`config.mk`:
```
export PLATFORM = sky130hd
export DESIGN_NAME = minirv_mc_ctrl
export DESIGN_NICKNAME = d
export VERILOG_FILES = /design/src/rtl/minirv_mc_ctrl.sv
export SDC_FILE = /design/constraint.sdc
export NUM_CORES = 1
export LEC_CHECK = 0
export CAP_MARGIN = 10
export CORE_ASPECT_RATIO = 1.4
export CORE_MARGIN = 2
export CORE_UTILIZATION = 42
export CTS_CLUSTER_SIZE = 28
export DETAILED_ROUTE_END_ITERATION = 16
export PLACE_DENSITY_LB_ADDON = 0.08
export SLEW_MARGIN = 30
export SYNTH_ARGS = -nofsm -noshare
export SYNTH_HDL_FRONTEND = slang
export SYNTH_SLANG_ARGS = --single-unit
```
`constraint.sdc`:
```
create_clock -name clk_i -period 3.3 [get_ports clk_i]
set_clock_uncertainty 0.1 [all_clocks]
set_input_delay 0.66 -clock clk_i [delete_from_list [all_inputs] [get_ports clk_i]]
set_output_delay 0.66 -clock clk_i [all_outputs]
set_load 0.02 [all_outputs]
```
`src/rtl/minirv_mc_ctrl.sv`:
```
// minirv_mc_ctrl: multi-cycle IF/ID/EX/MEM/WB control FSM for the miniRV datapath.
// Optional build macro MINIRV_MEM_WAIT_EN: IF and MEM stall until mem_rdy_i is high.
`timescale 1ns/1ps
module minirv_mc_ctrl #(
    parameter int CNT_W           = 32,
    parameter bit HALT_ON_ILLEGAL = 1'b1
) (
    input  logic             clk_i,
    input  logic             rst_n,
    input  logic [31:0]      inst_i,
    input  logic             br_i,
    input  logic             mem_rdy_i,
    output logic             irom_re_o,
    output logic             ir_we_o,
    output logic             pc_we_o,
    output logic [1:0]       npc_op_o,
    output logic [2:0]       sext_op_o,
    output logic [3:0]       alu_op_o,
    output logic             alub_sel_o,
    output logic             rf_we_o,
    output logic [1:0]       wd_sel_o,
    output logic             dram_re_o,
    output logic             dram_we_o,
    output logic [2:0]       state_o,
    output logic             illegal_o,
    output logic [CNT_W-1:0] retire_o
);
    typedef enum logic [2:0] {
        S_IF   = 3'd0,
        S_ID   = 3'd1,
        S_EX   = 3'd2,
        S_MEM  = 3'd3,
        S_WB   = 3'd4,
        S_HALT = 3'd7
    } state_t;

    state_t           state_q, state_d;
    logic             illegal_q, illegal_d;
    logic [CNT_W-1:0] retire_q, retire_d;
    logic [6:0]       opc;
    logic [2:0]       f3;
    logic             is_r, is_i, is_ld, is_st, is_br, is_jal, is_jalr, is_lui, is_ill;
    logic             rdy, last_ex, unused_ok;
    logic [3:0]       alu_rr;

    assign opc     = inst_i[6:0];
    assign f3      = inst_i[14:12];
    assign is_r    = opc == 7'b0110011;
    assign is_i    = opc == 7'b0010011;
    assign is_ld   = opc == 7'b0000011;
    assign is_st   = opc == 7'b0100011;
    assign is_br   = opc == 7'b1100011;
    assign is_jal  = opc == 7'b1101111;
    assign is_jalr = opc == 7'b1100111;
    assign is_lui  = opc == 7'b0110111;
    assign is_ill  = !(is_r | is_i | is_ld | is_st | is_br | is_jal | is_jalr | is_lui);
    // Branches and (when not halting) illegal opcodes finish in EX.
    assign last_ex = is_br | is_ill;
    assign unused_ok = ^{inst_i[31], inst_i[29:15], inst_i[11:7], mem_rdy_i};

`ifdef MINIRV_MEM_WAIT_EN
    assign rdy = mem_rdy_i;
`else
    assign rdy = 1'b1;
`endif

    // ALU op for register/immediate arithmetic; bit 30 selects SUB only for R-type.
    always_comb begin
        case (f3)
            3'd0:    alu_rr = (is_r && inst_i[30]) ? 4'd1 : 4'd0;
            3'd1:    alu_rr = 4'd5;
            3'd2:    alu_rr = 4'd8;
            3'd3:    alu_rr = 4'd9;
            3'd4:    alu_rr = 4'd4;
            3'd5:    alu_rr = inst_i[30] ? 4'd7 : 4'd6;
            3'd6:    alu_rr = 4'd3;
            default: alu_rr = 4'd2;
        endcase
    end

    // Next state and per-state enables; selects are driven only once IR holds the instruction.
    always_comb begin
        state_d    = state_q;
        irom_re_o  = 1'b0;
        ir_we_o    = 1'b0;
        pc_we_o    = 1'b0;
        npc_op_o   = 2'd0;
        sext_op_o  = 3'd0;
        alu_op_o   = 4'd0;
        alub_sel_o = 1'b0;
        rf_we_o    = 1'b0;
        wd_sel_o   = 2'd0;
        dram_re_o  = 1'b0;
        dram_we_o  = 1'b0;
        if (state_q != S_IF && state_q != S_HALT) begin
            sext_op_o  = is_st ? 3'd1 : is_br ? 3'd2 : is_lui ? 3'd3 : is_jal ? 3'd4 : 3'd0;
            alu_op_o   = (is_r || is_i) ? alu_rr : is_br ? 4'd1 : 4'd0;
            alub_sel_o = !(is_r || is_br);
            wd_sel_o   = is_ld ? 2'd1 : (is_jal || is_jalr) ? 2'd2 : is_lui ? 2'd3 : 2'd0;
            npc_op_o   = is_br ? {1'b0, br_i} : is_jal ? 2'd2 : is_jalr ? 2'd3 : 2'd0;
        end
        case (state_q)
            S_IF: begin
                irom_re_o = rst_n;
                ir_we_o   = rst_n & rdy;
                state_d   = rdy ? S_ID : S_IF;
            end
            S_ID:  state_d = (is_ill && HALT_ON_ILLEGAL) ? S_HALT : S_EX;
            S_EX: begin
                pc_we_o = last_ex;
                state_d = last_ex ? S_IF : (is_ld || is_st) ? S_MEM : S_WB;
            end
            S_MEM: begin
                dram_re_o = is_ld;
                dram_we_o = is_st;
                pc_we_o   = is_st & rdy;
                state_d   = !rdy ? S_MEM : is_st ? S_IF : S_WB;
            end
            S_WB: begin
                rf_we_o = 1'b1;
                pc_we_o = 1'b1;
                state_d = S_IF;
            end
            default: state_d = S_HALT;
        endcase
    end

    assign illegal_d = illegal_q | (state_q == S_ID && is_ill);
    assign retire_d  = retire_q + {{(CNT_W-1){1'b0}}, pc_we_o};

    // State register, sticky illegal flag and retired-instruction counter.
    always_ff @(posedge clk_i or negedge rst_n) begin
        if (!rst_n) begin
            state_q   <= S_IF;
            illegal_q <= 1'b0;
            retire_q  <= '0;
        end else begin
            state_q   <= state_d;
            illegal_q <= illegal_d;
            retire_q  <= retire_d;
        end
    end

    assign state_o   = state_q;
    assign illegal_o = illegal_q;
    assign retire_o  = retire_q;
endmodule

```
After elaboration in Yosys (flattened, before gate mapping)
Index checks and enable logic that the tools add are counted.
Widths: inputs -> output; s select.
Word-level totals
  logic and storage cells: 74
  latch bits: 0
  memory bits (writable): 0
  ROM bits: 0
  bits of input ports: 36
  memories: 0
  output and inout bits: 54
  flip-flop bits (word level): 36
Operators by class
  multipliers: 0
  $lt $le $gt $ge: 0
  bitwise operators: 9
  mux-type cells: 30
  eq/ne operators: 19
  shift-type cells: 0
  add/sub/neg operators: 1
  reduce and logical (&&, ||, !) cells: 12
  divide/modulo/power cells: 0
Operators with widths (number)
  $add 32x1->32: 1
  $pmux 4 s7: 1
  $mux 3: 9
  $eq 7x6->1 const B: 3
  $eq 7x7->1 const B: 3
  $mux 2: 8
  $pmux 3 s5: 1
  $eq 3x2->1 const B: 4
  $eq 3x3->1 const B: 4
  $or 1x1->1: 9
  $mux 1: 8
  $mux 4: 2
  $eq 7x2->1 const B: 1
  $eq 7x5->1 const B: 1
  $eq 3x1->1 const B: 2
  $logic_not 3->1: 2
  $logic_or 1x1->1: 4
  $logic_and 1x1->1: 3
  $ne 3x3->1 const B: 1
  $pmux 1 s3: 1
  $reduce_bool 3->1: 1
  $logic_not 1->1: 2

Depth between registers and ports, before layout
  depth in word-level cells: 12
  depth in mapped cells: 12
  gate-level depth less buffers: 10

Worst setup path before layout
No wires, ideal clock.
  path kind: input-to-reg
  start: in inst_i[5]
  end: reg retire_q[22], in the netlist retire_o[22]
  stages on the path: 12
  buffers on the path: 2
  setup slack: -0.495 ns
  library setup time: 0.080 ns
  data required time: 3.120 ns
  arrival time: 3.615 ns
  path through: clkbuf_1 -> and4_1 -> o21ai_0 -> o21ai_0 -> o311ai_0 -> ha_1 -> ha_1 -> and4_1 -> buf_2 -> nand2_2 -> nor4_1 -> xor2_1
Between the ends
  word-level cells in the longest chain between the ends: 12
  elaborated cells between the ends (all ways): 19
  classes of those cells: add/sub: 1; eq/ne: 8; mux: 1; bitwise: 8; reduce/logical: 1
Ends and longest elaborated chain
  start, declared: RTL line 10  | input logic [31:0] inst_i,
  $eq 7x6->1 or $eq 7x5->1 (tied branches): RTL line 48, 49
  $or 1x1->1 (7 in a row): RTL line 56  | assign is_ill = !(is_r | is_i | is_ld | is_st | is_br | is_jal | is_jalr | is_lui);
  $logic_not 1->1: RTL line 56
  $or 1x1->1: RTL line 58  | assign last_ex = is_br | is_ill;
  $pmux 1 s3 *: RTL line 102  | case (state_q)
  net pc_we_o: RTL line 15  | output logic pc_we_o,
  $add 32x1->32 *: RTL line 129  | assign retire_d = retire_q + {{(CNT_W-1){1'b0}}, pc_we_o};
  net retire_d[22]: RTL line 39  | logic [CNT_W-1:0] retire_q, retire_d;
  end signal, assigned: RTL line 140  | retire_q <= retire_d;
  end, declared: RTL line 39
Mark *: on every way through the listed nets, which the timed path passes. The rest lies on a longest branch.

Worst setup path after layout
  start: in inst_i[6]
  end: out alub_sel_o
Between the ends
  word-level cells in the longest chain between the ends: 4
  elaborated cells between the ends (all ways): 5
  classes of those cells: eq/ne: 2; mux: 1; reduce/logical: 2
Ends and longest elaborated chain
  $eq 7x6->1 or $eq 7x7->1 (tied branches): RTL line 48, 52
  $logic_or 1x1->1 *: RTL line 98  | alub_sel_o = !(is_r || is_br);
  $logic_not 1->1 *: RTL line 98
  $mux 1 *: RTL line 95  | if (state_q != S_IF && state_q != S_HALT) begin
  end, declared: RTL line 19  | output logic alub_sel_o,
Mark *: on every way between the ends. The rest lies on a longest branch, timed or not.

==> flow_metrics.py <==
metrics = {
    "sta": {
        "hold_viol": 0,
        "timing.fmax_mhz": 315.8,
        "hold-worst-slack_ns": 0.3582,
        "setup_viol": 0,
        "slew_headroom_pct": 55.10,
        "min_period_over_period_pct": 95.96,
        "finalMaxSlewViolations": 0,
        "tightest_slew_ns": 0.6674,
        "min_period_ns": 3.167,
    },
    "global_routing": {
        "grt_overflow": 0,
        "gr-usage-met3_pct": 3.636,
        "antenna_found_initial": 0,
        "grt_start_max_net_pins": 37,
        "grt_pass1_wl_um": 8507,
        "met1_usage_pct": 21.12,
        "use_met2_pct": 38.10,
        "grt_pass1_vias": 1847,
        "grtUsageTotal_pct": 19.80,
        "grt.busiest_layer": "met2",
    },
    "power_and_ir_drop": {
        "leakagePower_nw": 1.515,
        "intPower_uw": 675.8,
        "power_frac_comb_pct": 10.0,
        "pwr-share-seq_pct": 52.2,
        "power.density_mw_per_mm2": 278.3,
        "p_sw_uw": 194.8,
        "power_frac_clock_pct": 37.8,
        "swShare_pct": 22.38,
        "peakVddDrop_v": 0.0001412,
    },
    "setup_path": {
        "cp.required_ns": 2.54,
        "cp_num_buf_inv": 3,
        "crit_type": "input port to output port",
        "worst-endpoint-arrival_ns": 2.41,
        "max_stage_delay_ns": 0.63,
        "critPathCaptureType": "output port",
        "path_max_fanout": 5,
        "cpMaxStageDelayCell": "clkdlybuf4s50_1",
        "crit_family": "buffers and inverters",
        "start_kind": "input port",
        "crit_chain": "clkdlybuf4s50_1, nor2b_1, buf_4, nand2b_1, a31oi_1, clkdlybuf4s50_1",
        "crit_path_frequent_cell": "clkdlybuf4s50_1",
    },
    "min_path": {
        "hold_class": "input port to asynchronous set/reset pin",
    },
    "routing": {
        "drtPass1Iterations": 4,
        "drt-total-wl_um": 5256,
        "drc": 0,
        "via_count": 1908,
        "wl_per_cell_um": 14.52,
        "ant_nets": 0,
        "viasPerCell": 5.271,
        "drt_iter0_drc": 87,
    },
    "synthesis": {
        "yosysTopAreaCell": "dfrtp_1",
        "synth_area_mm2": 0.002038,
        "async_reset_ff_share_pct": 100.0,
        "ys_warn_count": 0,
        "synthTopCellsByCount": "dfrtp_1 (36), nand2_1 (19), xnor2_1 (16), nand3_1 (15), xor2_1 (14)",
        "yosysSeqAreaShare_pct": 44.20,
        "synthAdderAreaFrac_pct": 1.228,
        "synthCells": 208,
        "avgSynthCellArea_um2": 9.799,
        "yosys.cell_count.top_type": "dfrtp_1",
        "synth-simple-area-share_pct": 31.43,
        "synthFlopType": "dfrtp_1",
        "synth-xor-area-share_pct": 12.89,
        "synth_top_area_share_pct": 44.20,
        "synth_compound_area_share_pct": 7.121,
        "synth.area.top_cells": "dfrtp_1 (44%), xnor2_1 (6.9%), xor2_1 (6.0%), nand3_1 (3.7%), nand2_1 (3.5%)",
        "syn_nets": 246,
        "synth_top_family_by_area": "simple AND/OR/NAND/NOR gates",
        "ys_seq_elements": 36,
        "ys_types": 45,
        "synth_mux_area_share_pct": 0.4911,
        "synth_enable_flop_cells": 0,
    },
    "clock_tree": {
        "cts_made_buffers": 5,
        "cts_root_buffer": "clkbuf_8",
        "cts_buffer_depth": 2,
        "cts-hold-fix-buffers": 0,
        "cts_tree": "built",
        "cts.clk_slew.worst_paths_ns": 0.07,
        "cts_sinks": 36,
        "htreeDepth": 2,
        "clk_latency_ns": 0.28,
    },
    "floorplanning": {
        "die_w_um": 62.88,
        "dieArea_mm2": 0.005434,
        "floorplan.initialDensity_pct": 42.76,
        "die_height_um": 86.43,
        "num_io_pins": 90,
        "core_mm2": 0.004767,
        "rows": 30,
    },
    "placed_design": {
        "gp_congestion": 0.7935,
        "dp_hpwl_um": 3961,
        "io_buffers": 67,
    },
    "layout": {
        "antenna_cells": 0,
        "fill_cells": 420,
        "nets": 336,
        "final_util_pct": 65.62,
        "layout-drive-gt1-share_pct": 19.46,
        "syn_to_final_growth_pct": 53.47,
    },
    "run_status": {
        "status": "finished clean",
    },
    "job": {
        "max-cap-violations": 0,
    },
}
registers in the layout (all words and copies together) (netlist names):
register   count
illegal_o      1
retire_o      32
state_o        3
cell families (layout without fill, tap and decap cells):
group	Yosys count	count (layout)
buffers and inverters	13	103
AO/OA/AOI/OAI	23	23
XOR/XNOR	30	30
adder cells (fa/ha/maj)	2	2
flip-flops	36	36
multiplexers	1	1
AND/OR/NAND/NOR	103	103
metrics by stage:
step	setup WS (ns)	setup TNS [ns]	instance area (um^2)	power (mW)	std cells
final	0.1334	0	3128	0.8706	362
after global routing	-0.01590	-0.03202	3128	0.9116	362
after CTS	0.003088	0	3022	0.8839	361
after detailed placement	-0.3661	-6.547	2927	0.5471	353
after global placement	-0.3434	-5.586	2927	0.5457	353
after floorplan	0.02772	0	2046	0.4860	208
power groups by stage:
stage / Clock, mW / Combinational (mW) / Sequential, mW
finish: 0.329 / 0.0869 / 0.454
floorplan: 0 / 0.0164 / 0.470
CTS: 0.345 / 0.0851 / 0.454
global placement: 0 / 0.0833 / 0.462
detailed placement: 0 / 0.0843 / 0.463
global route: 0.362 / 0.0945 / 0.455
final cells by class:
cell class                      count  area, um^2  area share, %
Multi-Input combinational cell    159        1180          37.72
Sequential cell                    36       900.9          28.80
Tap cell                           64       80.08          2.560
Clock buffer                        7       96.34          3.080
Inverter                            7       26.28         0.8400
Timing Repair Buffer               89       844.6          27.00
worst reg2reg max path, cell delays in order (launching register included):
cell and delay [ns]:
dfrtp_1 0.50, nand3b_1 0.24, or4_4 0.44, o311ai_2 0.12, ha_2 0.25, ha_1 0.16
and4_4 0.25, nand2_4 0.09, buf_12 0.16, nor4_4 0.17, xor2_1 0.17
path summary, 6_finish.rpt:
check / slack [ns] / cells after the start / end / from
hold reg to reg: 0.37 / 1 / retire_o[31] / retire_o[31]
setup reg to reg: 0.58 / 10 / retire_o[30] / state_o[2]
min in group clk_i: 0.37 / 1 / retire_o[31] / retire_o[31]
setup / recovery: 0.13 / 6 / alub_sel_o / inst_i[6]
max in group asynchronous: 2.41 / 2 / retire_o[15] / rst_n
hold / removal: 0.36 / 2 / retire_o[19] / rst_n
what timing repair did:
| item | 4_1_cts | 5_1_grt |
|---|---|---|
| pin swaps | 1 | 4 |
| resized for setup | 12 | 28 |
| gates cloned | 0 | 0 |
| setup buffers | 1 | 1 |
| setup endpoints to repair | 15 | 19 |
| hold endpoints to repair | 0 | 0 |
placed cells by master, fill, tap and decap left out, drive strengths merged, types with 2 or more instances in the layout:
| cell type | count |
|---|---|
| nand3 | 17 |
| a31oi | 2 |
| inv | 7 |
| clkbuf | 9 |
| or4 | 2 |
| clkdlybuf4s50 | 50 |
| dfrtp | 36 |
| or3 | 3 |
| dlygate4sd2 | 6 |
| nand3b | 3 |
| nor2 | 13 |
| dlymetal6s2s | 7 |
| nor3 | 7 |
| and2 | 2 |
| a2111oi | 3 |
| xor2 | 14 |
| nand2b | 4 |
| nor3b | 2 |
| buf | 23 |
| nand4 | 6 |
| xnor2 | 16 |
| o21ai | 6 |
| and3 | 4 |
| nand2 | 21 |
| ha | 2 |
| a21oi | 7 |
| and4 | 5 |
| nor4 | 9 |
routing by layer:
metal | part of all wire (%) | wire [um] | vias to the layer above
met1 | 37 | 1969 | 917
met2 | 56 | 2925 | 61
met4 | 1.6 | 84 | 0
met3 | 5.3 | 277 | 6
met5 | 0 | 0 | -
li1 | - | - | 924
(Power assumes the default switching activity.)
